`config.mk`:
```
export PLATFORM = sky130hd
export DESIGN_NAME = med_countdown_scanner
export DESIGN_NICKNAME = d
export VERILOG_FILES = /design/src/rtl/med_countdown_scanner.sv
export SDC_FILE = /design/constraint.sdc
export NUM_CORES = 1
export LEC_CHECK = 0
export ABC_CLOCK_PERIOD_IN_PS = 1500
export CORE_ASPECT_RATIO = 1.5
export CORE_MARGIN = 2
export CORE_UTILIZATION = 30
export DETAILED_ROUTE_END_ITERATION = 12
export PLACE_DENSITY = 0.47
export SYNTH_ARGS = -nofsm -noshare
export SYNTH_HDL_FRONTEND = slang
export SYNTH_SLANG_ARGS = --single-unit
```
`constraint.sdc`:
```
create_clock -name Clk -period 1.5 [get_ports Clk]
set_input_delay 0.225 -clock Clk [delete_from_list [all_inputs] [get_ports Clk]]
set_output_delay 0.225 -clock Clk [all_outputs]
set_load 0.02 [all_outputs]
```
`src/rtl/med_countdown_scanner.sv`:
```
// Per-tick scanner: reads each medicine's time-remaining, decrements and writes it back, raises alarms at zero.
// Optional OVERRUN_CNT_EN adds a saturating counter of ticks lost while a scan and a pending tick were both active.
module med_countdown_scanner #(
    parameter int NUM_MEDS = 16,
    parameter int RD_LAT   = 1
) (
    input  logic       Clk,
    input  logic       Rst,
    input  logic       Tick,
    output logic       Read_En,
    output logic       Write_En,
    output logic [3:0] MedIDOut,
    output logic [3:0] TimeRemWrOut,
    input  logic [3:0] TimeRemRdIn,
    output logic       Alarm_Valid,
    output logic [3:0] Alarm_MedID,
    input  logic       Alarm_Ack,
    output logic       Busy
`ifdef OVERRUN_CNT_EN
    ,
    output logic [7:0] Overrun_Cnt
`endif
);

    typedef enum logic [2:0] {S_IDLE, S_RD, S_WT, S_EV, S_WR, S_AL, S_NX} state_t;

    localparam logic [3:0] LAST    = 4'(NUM_MEDS - 1);
    localparam logic [1:0] WT_LAST = 2'(RD_LAT - 1);

    state_t     state;
    logic [3:0] idx;
    logic [3:0] v;
    logic [1:0] wt_cnt;
    logic       tick_pend;
    logic       we_q;

    // Reset is sampled on the same edge the RAM would commit a write, so the strobe is gated here.
    assign Write_En = we_q & ~Rst;

    always_ff @(posedge Clk) begin
        if (Rst) begin
            state        <= S_IDLE;
            idx          <= '0;
            v            <= '0;
            wt_cnt       <= '0;
            tick_pend    <= 1'b0;
            we_q         <= 1'b0;
            Read_En      <= 1'b0;
            MedIDOut     <= '0;
            TimeRemWrOut <= '0;
            Alarm_Valid  <= 1'b0;
            Alarm_MedID  <= '0;
            Busy         <= 1'b0;
        end else begin
            Read_En <= 1'b0;
            we_q    <= 1'b0;
            if (Alarm_Valid && Alarm_Ack)
                Alarm_Valid <= 1'b0;
            if (Tick && Busy)
                tick_pend <= 1'b1;

            case (state)
                S_IDLE: begin
                    if (Tick || tick_pend) begin
                        tick_pend <= 1'b0;
                        idx       <= '0;
                        MedIDOut  <= '0;
                        Read_En   <= 1'b1;
                        Busy      <= 1'b1;
                        state     <= S_RD;
                    end
                end
                S_RD: begin
                    wt_cnt <= '0;
                    state  <= S_WT;
                end
                S_WT: begin
                    if (wt_cnt == WT_LAST) begin
                        v     <= TimeRemRdIn;
                        state <= S_EV;
                    end else begin
                        wt_cnt <= wt_cnt + 2'd1;
                    end
                end
                S_EV: begin
                    if (v == 4'd0) begin
                        state <= S_NX;
                    end else begin
                        TimeRemWrOut <= v - 4'd1;
                        we_q         <= 1'b1;
                        state        <= S_WR;
                    end
                end
                S_WR: state <= (v == 4'd1) ? S_AL : S_NX;
                S_AL: begin
                    // An unacknowledged alarm stalls the scan rather than being overwritten.
                    if (!Alarm_Valid) begin
                        Alarm_Valid <= 1'b1;
                        Alarm_MedID <= idx;
                        state       <= S_NX;
                    end
                end
                S_NX: begin
                    if (idx == LAST) begin
                        idx      <= '0;
                        MedIDOut <= '0;
                        Busy     <= 1'b0;
                        state    <= S_IDLE;
                    end else begin
                        idx      <= idx + 4'd1;
                        MedIDOut <= idx + 4'd1;
                        Read_En  <= 1'b1;
                        state    <= S_RD;
                    end
                end
                default: state <= S_IDLE;
            endcase
        end
    end

`ifdef OVERRUN_CNT_EN
    always_ff @(posedge Clk) begin
        if (Rst)
            Overrun_Cnt <= '0;
        else if (Tick && tick_pend && Busy && (Overrun_Cnt != 8'hFF))
            Overrun_Cnt <= Overrun_Cnt + 8'd1;
    end
`else
    // Ticks arriving while one is already pending are dropped without trace.
`endif

endmodule

```
## After elaboration in Yosys (flattened, before gate mapping)

Cells that the tools add are included.

| word-level totals | value |
|---|---|
| register bits | 26 |
| bits in latches | 0 |
| RAM bits | 0 |
| memory bits (read-only) | 0 |
| input bits | 8 |
| output and inout bits | 16 |
| word-level logic and storage cells | 73 |
| memories kept | 0 |

| cells by class | value |
|---|---|
| $add $sub $neg | 3 |
| multiply operators | 0 |
| divide/modulo/power cells | 0 |
| magnitude comparators | 0 |
| eq/ne operators | 13 |
| shift-type cells | 0 |
| muxes and demuxes | 25 |
| bitwise gates (word level) | 5 |
| reduce and logical (&&, ||, !) cells | 16 |

Operators by type and width:

| kind | number |
|---|---|
| $pmux 3 s7 | 1 |
| $mux 1 | 12 |
| $ne 2x2->1 const B | 5 |
| $reduce_and 2->1 | 5 |
| $eq 3x3->1 const B | 3 |
| $mux 3 | 3 |
| $mux 4 | 2 |
| $pmux 4 s2 | 1 |
| $eq 3x2->1 const B | 2 |
| $mux 2 | 3 |
| $reduce_and 3->1 | 2 |
| $add 4x1->4 const B | 1 |
| $eq 4x1->1 const B | 1 |
| $eq 4x4->1 const B | 1 |
| $logic_not 4->1 | 1 |
| $not 1->1 | 4 |
| $pmux 1 s2 | 2 |
| $pmux 2 s2 | 1 |
| $reduce_bool 2->1 | 2 |
| $sub 4x1->4 const B | 1 |
| $eq 3x1->1 const B | 1 |
| $logic_not 3->1 | 1 |
| $add 2x1->2 const B | 1 |
| $logic_and 1x1->1 | 2 |
| other kinds (4) | 4 |

## Longest topological paths before layout

Gate-level depths: netlist of the first run.

| logic depth | value |
|---|---|
| depth in word-level cells | 4 |
| depth in mapped cells | 6 |
| gate-level depth less buffers | 6 |

## Least setup slack after synthesis of the first run

No wires, ideal clock.

| timing | value |
|---|---|
| kind | reg-to-reg |
| start | reg v[1] |
| end | reg state[0] |
| setup time | 0.088 ns |
| arrival time | 1.318 ns |
| required time | 1.412 ns |
| setup slack | 0.094 ns |
| stages on the path, launching flop included | 7 |
| path buffers | 0 |
| clock period less this slack | 1.406 ns |
| cells stage by stage | dfxtp_1 -> inv_1 -> ha_1 -> or4b_1 -> a21oi_1 -> nor2_1 -> o32ai_2 |

| on the way | value |
|---|---|
| cells in the longest elaborated chain, start to end | 3 |

Ends and longest elaborated chain:

| item | line | RTL |
|---|---|---|
| from (decl) | 32 | `logic [3:0] v;` |
| from (signal assigned) | 79 | `v <= TimeRemRdIn;` |
| $eq 4x1->1 | 94 | `S_WR: state <= (v == 4'd1) ? S_AL : S_NX;` |
| $mux 2 | 94 |  |
| $pmux 3 s7 | 62 | `case (state)` |
| to (signal assigned) | 94 |  |
| to (decl) | 30 | `state_t state;` |

No other way between the ends.
A chain may end at the register's enable or synchronous reset.

## Final worst setup path of the first run

Same ends and word-level chain as after synthesis.

==> results, run 1 <==
- The run finished with clean final reports.
- The max-slew violation total from the final report is 0.
- The DRC violation count after routing is 0.
- The via count of the first global-routing pass is 1,025.
- Counting along the longest clock path gives a buffer depth of 2.
- The top-level port count is 24.
- The repair_antennas step left the layout with diodes totalling 0.
- The library cell used most frequently in the layout, excluding fill and tap cells, is sky130_fd_sc_hd__dfxtp_1.
- The share of the synthesized area in the top cell type is 0.419.
- The area of the die is 0.00468 mm².
- The data arrival time at the worst-slack endpoint is 1640 ps.
- After layout, the worst setup slack is 44.9 ps.
- The root buffer cell is sky130_fd_sc_hd__clkbuf_8.
- Routability-driven placement finished with a final weighted congestion of 0.764.
- The post-placement worst setup slack is -200 ps.
- For this run, the total global-route usage over all layers was measured as 0.117.
- The setup slack of the most critical reg-to-reg path is 40 ps.
- STA classifies the critical path endpoint as a flop.
- The port buffer count is 23.
- The number of clock sinks seen by CTS is 26.
- The via-per-instance ratio is 4.94.
- The maximum fanout along the worst path is 3.
- The first detailed-routing pass took 4 iterations.
- The critical path class is reg -> reg.
- The clock reaches the later pin of the worst-skew pair after 270 ps.
- The vertical extent of the die is 82.8 µm.
- Entering global routing, the biggest net connects 28 pins.
- Counting every net in the synthesized netlist gives 156.
- The synthesized design contains 26 register bits.
- The via count of the routed design is 1,077.
- The post-route total power is 1.56 mW.
- In the layout the commonest cells are sky130_fd_sc_hd__dfxtp_1, sky130_fd_sc_hd__nor2_1, sky130_fd_sc_hd__clkdlybuf4s50_1.
- The slowest cell on the critical path is sky130_fd_sc_hd__or4b_4.
- The highest clock rate is 687 MHz.
- After the last flow step, the layout net total stands at 188.
- The setup violation total in the final timing report is 0.
- Detailed placement finished with a half-perimeter wire length of 1870 µm.
- The effective utilization at floorplan is 0.314.
- The netlist area before placement is 0.00124 mm².
- TritonCTS built the clock tree.
- The clock arrives with 3.42 ps of skew.
- Measured against its own limit, the worst slew margin works out to 0.778.
- The number of antenna-violating nets in the routed design is 0.
- STA classifies the critical path startpoint as a flop.
- The final hold slack is 472 ps.
- The routed wire length is 2580 µm.
- Clock tree synthesis inserted a total of 3 buffers.
- Setup repair after global routing could not meet its margin everywhere.
- The die is 56.5 µm wide.
- After synthesis, the cell types taking the most area are sky130_fd_sc_hd__dfxtp_1, sky130_fd_sc_hd__nor2_1, sky130_fd_sc_hd__mux2i_1, sky130_fd_sc_hd__a21oi_1, sky130_fd_sc_hd__ha_1.
- The synthesized instance count is 143.
- The required arrival time at the worst endpoint is 1690 ps.
- From synthesis to final layout, the design area changed by 33.1%.
- The peak per-stage delay on the critical path is 450 ps.
- For the pin with the worst max-slew slack, the measured transition is 331 ps.
- The violation count after the first detailed-routing iteration is 25.
- Summed over all layers, the global routing overflow is 0.
- In the final layout, the share of cells above drive strength 1 is 0.173.
- The cell type contributing the most total cell area after synthesis is sky130_fd_sc_hd__dfxtp_1.
- The number of warnings printed during yosys synthesis is 0.
- The post-synthesis average cell area is 8.69 µm².
- In this run the worst hold path is classified as reg -> reg.
- The share of the cycle needed by the critical path after routing is 0.970.
- The final number of hold-violating endpoints is 0.
- For this design, the CTS-stage hold fixing added 0 buffers.
- The first-pass GRT wire length is 4480 µm.
- Across the run, the number of max-cap violations was 0.
- In this run the number of H-tree levels came out at 1.
- The minimum clock period is 1460 ps.
- In this run the static leakage power is 0.642 nW.
- Dividing total power by cell area gives a power density of 946 mW/mm².
- The region available for standard cell placement spans 0.00396 mm².
- IR analysis of the VDD net gives a maximum drop of 0.000585 V.
- The initial antenna violation count came to 0.
- After synthesis, the netlist uses 32 different library cells.
- After floorplanning, the core was divided into 28 placement rows.
- The detail-routed net length per standard cell is 11.8 µm.
- The part of the Yosys area used for sequential elements is 0.419.
- After clock tree synthesis, the clock-pin slew on the worst setup and hold paths is 90 ps.
- Traced cell by cell, the critical path runs through inv_2 > ha_4 > or4b_4 > a21oi_2 > nor2_1 > o32ai_2.
==> synth_stat cells <==
| library cell | instances |
|---|---|
| sky130_fd_sc_hd__nand3b_1 | 2 |
| sky130_fd_sc_hd__clkbuf_1 | 6 |
| sky130_fd_sc_hd__nor4_1 | 2 |
| sky130_fd_sc_hd__nand2b_1 | 2 |
| sky130_fd_sc_hd__a211oi_4 | 1 |
| sky130_fd_sc_hd__mux2_2 | 1 |
| sky130_fd_sc_hd__nand2_1 | 4 |
| sky130_fd_sc_hd__buf_2 | 3 |
| sky130_fd_sc_hd__a31oi_1 | 1 |
| sky130_fd_sc_hd__or4_1 | 1 |
| sky130_fd_sc_hd__o32ai_2 | 1 |
| sky130_fd_sc_hd__and3b_1 | 1 |
| sky130_fd_sc_hd__buf_6 | 1 |
| sky130_fd_sc_hd__mux2i_1 | 8 |
| sky130_fd_sc_hd__nand3_1 | 3 |
| sky130_fd_sc_hd__inv_1 | 6 |
| sky130_fd_sc_hd__nor2b_1 | 4 |
| sky130_fd_sc_hd__a211oi_1 | 6 |
| sky130_fd_sc_hd__o21ai_0 | 6 |
| sky130_fd_sc_hd__and2_1 | 2 |
| sky130_fd_sc_hd__a21oi_1 | 14 |
| sky130_fd_sc_hd__nor4b_1 | 1 |
| sky130_fd_sc_hd__nor3_1 | 7 |
| sky130_fd_sc_hd__nor2_1 | 22 |
| sky130_fd_sc_hd__nor2_2 | 1 |
| sky130_fd_sc_hd__a31oi_2 | 1 |
| sky130_fd_sc_hd__xnor2_1 | 2 |
| sky130_fd_sc_hd__or4b_1 | 1 |
| sky130_fd_sc_hd__and3_1 | 1 |
| sky130_fd_sc_hd__dfxtp_1 | 26 |
| sky130_fd_sc_hd__ha_1 | 5 |
| sky130_fd_sc_hd__or2_2 | 1 |
==> where the power goes <==
part           internal [mW]  switching [mW]  leakage (nW)
clock network          0.180           0.218        0.0216
logic                  0.196           0.186         0.409
registers              0.733          0.0521         0.212
==> cell type report <==
| type | count | area, µm² |
|---|---|---|
| clock buffer | 3 | 41.3 |
| fill | 403 | 2300 |
| inverter | 6 | 22.5 |
| multi-input combinational | 101 | 676 |
| sequential | 26 | 524 |
| tap | 45 | 56.3 |
| timing repair buffer | 37 | 334 |
==> through the flow <==
| stage | util | TNS (ps) | instances | cell area, µm² |
|---|---|---|---|---|
| after global placement | 0.399 | -483 | 214 | 1580 |
| after CTS | 0.413 | 0 | 217 | 1630 |
| final | 0.418 | 0 | 218 | 1650 |
| after detailed placement | 0.399 | -576 | 214 | 1580 |
| after floorplan | - | 0 | 143 | 1240 |
| after global routing | 0.418 | -26.5 | 218 | 1650 |
==> sequential cells by signal, indices dropped and copies added (netlist names) <==
register and flops:
TimeRemWrOut 4, v 4, Read_En 1, we_q 1, Alarm_Valid 1, tick_pend 1
wt_cnt 2, state 3, Alarm_MedID 4, idx 4, Busy 1
==> routing by layer <==
metal  up-vias  track usage  wire length, µm
met2        19        0.197             1260
met4         0       0.0584               34
met3         4       0.0202               72
li1        556            -                -
met1       498        0.141             1210
met5         -            0                0
==> critical path: cells and delay by family (launching register included) <==
kind | cells | cell delay (ps)
adders and majority gates | 1 | 120
buffers and inverters | 1 | 80
DFF | 1 | 340
and+or+nand+nor | 2 | 510
AOI/OAI and AO/OA | 2 | 330
==> worst paths after layout <==
check | cells past startpoint | from | endpoint
max | 6 | v[1] | state[0]
min reg2reg | 2 | wt_cnt[1] | wt_cnt[1]
max reg2reg | 6 | v[1] | state[0]
min | 2 | wt_cnt[1] | wt_cnt[1]
==> repair_timing <==
| item | CTS | global route |
|---|---|---|
| endpoints found under the hold margin | 0 | 0 |
| setup buffers | 0 | 1 |
| endpoints found under the setup margin | 6 | 14 |
| resized for setup | 11 | 5 |
| pin swaps | 1 | 1 |
==> logic make-up (layout without fill, tap and decap cells) <==
family / after synthesis / count (layout) / synth area share
buffers and inverters: 16 / 46 / 0.0574
muxes: 9 / 9 / 0.0735
and+or+nand+nor: 55 / 55 / 0.225
DFF: 26 / 26 / 0.419
xor gates and xnor gates: 2 / 2 / 0.0141
adders and majority gates: 5 / 5 / 0.0504
AOI/OAI and AO/OA: 30 / 30 / 0.161
(Power assumes the default switching activity.)
==> run 2, diff against run 1 <==
--- a/config.mk
+++ b/config.mk
@@ -6,11 +6,13 @@
 export NUM_CORES = 1
 export LEC_CHECK = 0
 export ABC_CLOCK_PERIOD_IN_PS = 1500
+export CELL_PAD_IN_SITES_DETAIL_PLACEMENT = 0
+export CELL_PAD_IN_SITES_GLOBAL_PLACEMENT = 1
 export CORE_ASPECT_RATIO = 1.5
 export CORE_MARGIN = 2
 export CORE_UTILIZATION = 30
 export DETAILED_ROUTE_END_ITERATION = 12
-export PLACE_DENSITY = 0.47
+export PLACE_DENSITY = 0.6
 export SYNTH_ARGS = -nofsm -noshare
 export SYNTH_HDL_FRONTEND = slang
 export SYNTH_SLANG_ARGS = --single-unit
==> run 2 against run 1 <==
Compared with the run above: cell count is the same; critical path depth is the same; non-clock buffer count shrank 2; utilization grew 0.32 points; routed wire length grew 3.6%; hold slack gained 0.51 ps; flip-flop and latch count is the same; sequential power shrank 0.8%; count of clock-buffer cells in the layout grew 1; fmax grew 0.26%; critical path type unchanged.
==> results, run 2 (synthesis gave the netlist of run 1 again) <==
- The flow ran to the end, and the final reports show no timing, DRC or antenna violations.
- The largest net degree at the start of global routing came to 28 (unchanged).
- The setup TNS is 0 ps (unchanged).
- The final cell utilization of the core is 0.421 (+0.00316).
- The number of setup buffers added after CTS came to 0 (unchanged).
- The maximum fanout along the worst path is 3 (unchanged).
- In this run the most critical hold path is launched from wt_cnt[1].
- The vertical extent of the die is 82.8 µm (unchanged).
- In this run the critical register-to-register path is launched from v[1].
- The number of buffers created by CTS is 3 (unchanged).
- The number of detailed-route iterations in the first pass is 5 (+1).
- The worst clock skew on the final layout is 3.36 ps (-0.0578 ps).
- The core region area came to 0.00396 mm² (unchanged).
- The worst register-to-register path ends at state[0].
- The highest clock rate is 689 MHz (+0.26%).
- The effective utilization at floorplan is 0.314 (unchanged).
- The routed metal-1 wirelength came to 1280 µm (+5.3%).
- The met2 wire length came to 1280 µm (+1.3%).
- The leakage power is 0.640 nW (-0.40%).
- The met3 wire length is 97 µm (+35%).
- The hold-fix buffer count after cts is 0 (unchanged).
- The number of max-cap violations is 0 (unchanged).
- STA classifies the critical path endpoint as a flop.
- TritonCTS built the clock tree.
- The share of the cycle needed by the critical path after routing is 0.968 (-0.00247).
- The area of the die is 0.00468 mm² (unchanged).
- The DRC violation count after routing came to 0 (unchanged).
- The antenna diode count was 0 (unchanged).
- The transition time at the pin with the least slew margin is 398 ps (+67.6 ps).
- The via count of the first global-routing pass is 1,031 (+0.59%).
- The remaining global-route overflow is 0 (unchanged).
- The number of antenna-violating nets in the routed design is 0 (unchanged).
- The final number of hold-violating endpoints is 0 (unchanged).
- The top-level port count is 24 (unchanged).
- The root buffer cell is sky130_fd_sc_hd__clkbuf_8.
- The max-slew violation total from the final report came to 0 (unchanged).
- The type of element launching the critical path is a flop.
- The class of the worst hold path is reg -> reg.
- The floorplan row count was 28 (unchanged).
- The clock input transition at the sequential cells of the worst setup and hold paths is 90 ps (about the same).
- The number of H-tree branching levels was 1 (unchanged).
- The global placer's final weighted congestion was 0.757 (-0.92%).
- The via count of the routed design is 1,074 (-0.28%).
- The port buffer count was 23 (unchanged).
- The remaining max-slew budget at the tightest pin came to 0.733 (-0.0444).
- The required arrival time at the worst endpoint was 1680 ps (about the same).
- The post-placement worst setup slack is -203 ps (-3.62 ps).
- The minimum clock period is 1450 ps (-3.71 ps).
- The capture endpoint of the worst hold path is wt_cnt[1].
- The initial antenna violation count is 0 (unchanged).
- The number of clock sinks seen by CTS is 26 (unchanged).
- The peak ir drop on the vdd network is 0.000597 V (+2.0%).
- The instance area after placement is 0.00157 mm² (-0.48%).
- The setup slack of the most critical reg-to-reg path is 50 ps (about the same).
- The layout cell share with drive strength beyond 1 is 0.179 (+0.00578).
- The via-per-instance ratio is 4.93 (-0.28%).
- The number of buffers on the longest clock path was 2 (unchanged).
- The slack of the critical path is 48.6 ps (+3.71 ps).
- Signal routing reaches up to met4.
- The post-detailed-placement half-perimeter wirelength was 1900 µm (+1.7%).
- The die boundary width is 56.5 µm (unchanged).
- Setup repair after global routing could not meet its margin everywhere.
- The setup violation total in the final timing report is 0 (unchanged).
- In the layout the commonest cells are sky130_fd_sc_hd__dfxtp_1, sky130_fd_sc_hd__nor2_1, sky130_fd_sc_hd__clkdlybuf4s50_1.
- The data arrival time at the worst-slack endpoint is 1640 ps (about the same).
- The instance count along the most critical hold path is 2 (unchanged).
- The detail-routed net length per standard cell is 12.3 µm (+3.6%).
- Relative to the synthesized area, the layout overhead comes to 34.1%.
- The violation count after the first detailed-routing iteration was 18 (-28%).
- The routed wire length is 2680 µm (+3.6%).
- The total power density per cell area is 974 mW/mm² (+3.0%).
- The worst setup path is of the reg -> reg kind.
- The final design area excluding fillers came to 0.00167 mm² (+0.76%).
- The clock latency at the later pin of the worst-skew pair was 260 ps (about the same).
- The depth of the most critical reg-to-reg path was 6 (unchanged).
- The first-pass GRT wire length came to 4400 µm (-1.9%).
- The number of nets in the layout is 187 (-0.53%).
- The global-route total usage across every layer is 0.114 (-0.00386).
- Leaving out fill and tap cells, the most frequent cell in the layout is sky130_fd_sc_hd__dfxtp_1.
[run 2: cell types whose count changed in the layout (fill, tap and decap cells not counted)]
cell,before,now
sky130_fd_sc_hd__clkbuf_8,3,4
sky130_fd_sc_hd__a211oi_2,0,1
sky130_fd_sc_hd__and3_1,1,0
sky130_fd_sc_hd__and3_2,0,1
sky130_fd_sc_hd__buf_4,14,12
[run 2: layout make-up]
| cell class | instances | area, µm² |
|---|---|---|
| clock buffers | 4 | 55.1 |
| inverters | 6 | 22.5 |
| repair buffers | 35 | 319 |
| flip-flops and latches | 26 | 524 |
| multi-input cells | 102 | 689 |
| fillers | 405 | 2290 |
| well taps | 45 | 56.3 |
[run 2: power breakdown]
part           switching [mW]  total, mW  internal [mW]  leakage, nW
Sequential             0.0466      0.779          0.733        0.212
Combinational           0.202      0.394          0.193        0.399
Clock                   0.216      0.450          0.234       0.0288
Total                   0.464       1.62           1.16        0.640
[run 2: how the worst max path moves through the flow]
stage	start	end	slack [ps]
2_1_floorplan	v[1]	state[0]	90
3_3_place_gp	Tick	state[0]	-180
3_5_place_dp	Tick	state[0]	-200
4_1_cts	v[0]	TimeRemWrOut[0]	-6
5_1_grt	v[1]	state[0]	-10
6_report	v[1]	state[0]	50
[run 2: critical path, cell delays in order, from the launching register on]
cell and delay [ps]:
sky130_fd_sc_hd__dfxtp_2 330, sky130_fd_sc_hd__inv_2 80, sky130_fd_sc_hd__ha_4 120, sky130_fd_sc_hd__or4b_4 450, sky130_fd_sc_hd__a21oi_2 140, sky130_fd_sc_hd__nor2_1 60
sky130_fd_sc_hd__o32ai_2 190
[run 2: per-stage QoR]
stage	hold slack (ps)	power, mW	instances
floorplan	372	1.05	143
global placement	463	1.16	213
detailed placement	465	1.17	213
CTS	479	1.63	217
global route	510	1.72	218
finish	472	1.62	218
[run 2: metal layers]
metal | vias to the layer above | GRT usage
met1 | 496 | 0.147
met5 | - | 0
li1 | 558 | -
met3 | 2 | 0.0202
met2 | 18 | 0.189
met4 | 0 | 0.0346
[run 2: timing repair]
item,in CTS,in global routing
setup endpoints to repair,6,14
gates resized for setup,11,6
pin swaps,1,1
cloned,0,1
==> run 3, diff against run 2 <==
--- a/config.mk
+++ b/config.mk
@@ -10,9 +10,9 @@
 export CELL_PAD_IN_SITES_GLOBAL_PLACEMENT = 1
 export CORE_ASPECT_RATIO = 1.5
 export CORE_MARGIN = 2
-export CORE_UTILIZATION = 30
+export CORE_UTILIZATION = 37
 export DETAILED_ROUTE_END_ITERATION = 12
-export PLACE_DENSITY = 0.6
+export PLACE_DENSITY = 0.73
 export SYNTH_ARGS = -nofsm -noshare
 export SYNTH_HDL_FRONTEND = slang
 export SYNTH_SLANG_ARGS = --single-unit
==> run 3 against run 2 <==
Compared with the run above: non-clock buffer count increased by 3; sequential share of layout area fell by 0.76 points; clock power rose by 26%; critical path type unchanged; total power increased by 8.4%; hold slack gained 4.6 ps; largest cell class unchanged; fmax decreased by 2.8%.
==> results, run 3 (synthesis gave the netlist of run 1 again) <==
- The max-slew violation total from the final report is 0 (unchanged).
- The setup violation total in the final timing report is 0 (unchanged).
- Setup repair after global routing could not meet its margin everywhere.
- The core region area is 0.00319 mm² (-19%).
- The worst clock skew on the final layout is 7.22 ps (+3.86 ps).
- The kind of end point of the critical path is a flop.
- The slack of the critical path is 7.10 ps (-41.5 ps).
- The via count of the routed design came to 1,068 (-0.56%).
- The global placer's final weighted congestion is 0.787 (+4.0%).
- The vertical extent of the die is 75.0 µm (-9.5%).
- The number of H-tree branching levels came to 1 (unchanged).
- The number of detailed-route iterations in the first pass is 4 (-1).
- The area of the die came to 0.00385 mm² (-18%).
- The post-detailed-placement half-perimeter wirelength is 1870 µm (-1.8%).
- The number of max-cap violations was 0 (unchanged).
- The maximum fanout along the worst path was 2 (-1).
- The number of nets in the layout is 190 (+1.6%).
- The number of buffers on the longest clock path is 2 (unchanged).
- The peak ir drop on the vdd network is 0.000789 V (+32%).
- The leading cell type in the layout, fill and taps excluded is sky130_fd_sc_hd__dfxtp_1.
- Clock tree synthesis selected as its root buffer the cell sky130_fd_sc_hd__clkbuf_8.
- The floorplan row count is 25 (-11%).
- The via count of the first global-routing pass was 963 (-6.6%).
- The number of antenna-violating nets in the routed design was 0 (unchanged).
- The detail-routed net length per standard cell is 11.9 µm (-2.8%).
- The effective utilization at floorplan is 0.389 (+0.0756).
- The top routing layer in use is met4.
- The global-route total usage across every layer is 0.141 (+0.0276).
- The data arrival time at the worst-slack endpoint is 1680 ps (+40 ps).
- The transition time at the pin with the least slew margin is 362 ps (-36.5 ps).
- The total power density per cell area is 1030 mW/mm² (+5.8%).
- The first-pass GRT wire length is 4140 µm (-5.8%).
- The required arrival time at the worst endpoint is 1680 ps (about the same).
- The layout cell share with drive strength beyond 1 was 0.199 (+0.0197).
- The highest clock rate came to 670 MHz (-2.8%).
- The post-placement worst setup slack came to -188 ps (+15.2 ps).
- The share of the cycle needed by the critical path after routing came to 0.995 (+0.0276).
- The clock latency at the later pin of the worst-skew pair is 270 ps (about the same).
- The minimum clock period came to 1490 ps (+41.5 ps).
- By startpoint and endpoint, the worst setup path is classified as reg -> reg.
- The remaining global-route overflow is 0 (unchanged).
- TritonCTS built the clock tree.
- The die boundary width is 51.3 µm (-9.2%).
- The flow ran to the end, and the final reports show no timing, DRC or antenna violations.
- The port buffer count came to 23 (unchanged).
- The remaining max-slew budget at the tightest pin is 0.758 (+0.0244).
- The post-route total power is 1.76 mW (+8.4%).
- The area added between synthesis and finish is 37.5%.
- The largest net degree at the start of global routing came to 28 (unchanged).
- The routed metal-1 wirelength is 1210 µm (-4.9%).
- The final number of hold-violating endpoints is 0 (unchanged).
- The routed wire length is 2580 µm (-3.7%).
- The top-level port count came to 24 (unchanged).
- The hold-fix buffer count after cts is 0 (unchanged).
- The violation count after the first detailed-routing iteration is 10 (-8).
- The DRC violation count after routing is 0 (unchanged).
- The worst hold path belongs to the class reg -> reg.
- The antenna diode count was 0 (unchanged).
- The type of element launching the critical path is a flop.
- The via-per-instance ratio was 4.94 (+0.36%).
- The top cell types in the final layout, fill and taps aside, are sky130_fd_sc_hd__dfxtp_1, sky130_fd_sc_hd__nor2_1, sky130_fd_sc_hd__clkdlybuf4s50_1.
- The leakage power was 0.661 nW (+3.4%).
- The number of clock sinks seen by CTS came to 26 (unchanged).
- The met2 wire length came to 1280 µm (about the same).
- The initial antenna violation count is 0 (unchanged).
- The clock input transition at the sequential cells of the worst setup and hold paths is 90 ps (about the same).
- The met3 wire length was 59 µm (-39%).
- The number of buffers created by CTS is 3 (unchanged).
==> run 3: cell count changes in the layout (fill, tap and decap cells not counted), sizes merged <==
cell,change
bufinv,+1
clkbuf,-1
buf,+3
==> run 3: metrics by stage <==
stage	utilization	instances	hold WS (ps)	TNS, ps	instance area (µm²)
floorplan	-	143	372	0	1240
global placement	0.497	211	462	-403	1590
detailed placement	0.497	211	472	-465	1590
CTS	0.525	215	486	0	1670
global route	0.535	216	498	-64.6	1710
finish	0.535	216	477	0	1710
==> run 3: per-layer routing <==
metal	global-route usage	vias to the layer above
met5	0	-
met4	0.0643	0
met3	0.0258	2
met2	0.240	12
met1	0.174	493
li1	-	561
==> run 3: worst max-delay path, stage by stage, from the launching register on <==
cell and delay, ps:
sky130_fd_sc_hd__dfxtp_2 330, sky130_fd_sc_hd__inv_2 70, sky130_fd_sc_hd__ha_4 120, sky130_fd_sc_hd__or4b_4 450, sky130_fd_sc_hd__a21oi_2 130, sky130_fd_sc_hd__nor2_1 60
sky130_fd_sc_hd__o32ai_2 250
==> run 3: timing repair <==
item                                    4_1_cts  5_1_grt
gates cloned                                  0        1
buffers inserted                              0        0
resized for setup                            12        6
pin swaps                                     2        1
endpoints found under the setup margin        7       12
==> run 3: cell type report <==
class / instances / area (µm²)
clock buffer: 3 / 41.3
clock inverter: 1 / 30.0
fill: 320 / 1480
inverter: 6 / 22.5
multi-input combinational: 102 / 698
sequential: 26 / 524
tap: 40 / 50.0
timing repair buffer: 38 / 342
==> run 3: power breakdown <==
part / total (mW) / switching (mW) / internal, mW / leakage, nW
sequential: 0.780 / 0.0476 / 0.733 / 0.212
clock: 0.567 / 0.210 / 0.357 / 0.0357
combinational: 0.414 / 0.203 / 0.210 / 0.413
==> run 3: path summary, 6_finish.rpt <==
path / start / end / slack (ps) / cells after the start
min: wt_cnt[1] / wt_cnt[1] / 480 / 2
min reg2reg: wt_cnt[1] / wt_cnt[1] / 480 / 2
max: v[1] / state[0] / 7 / 6
max reg2reg: v[1] / state[0] / 7 / 6
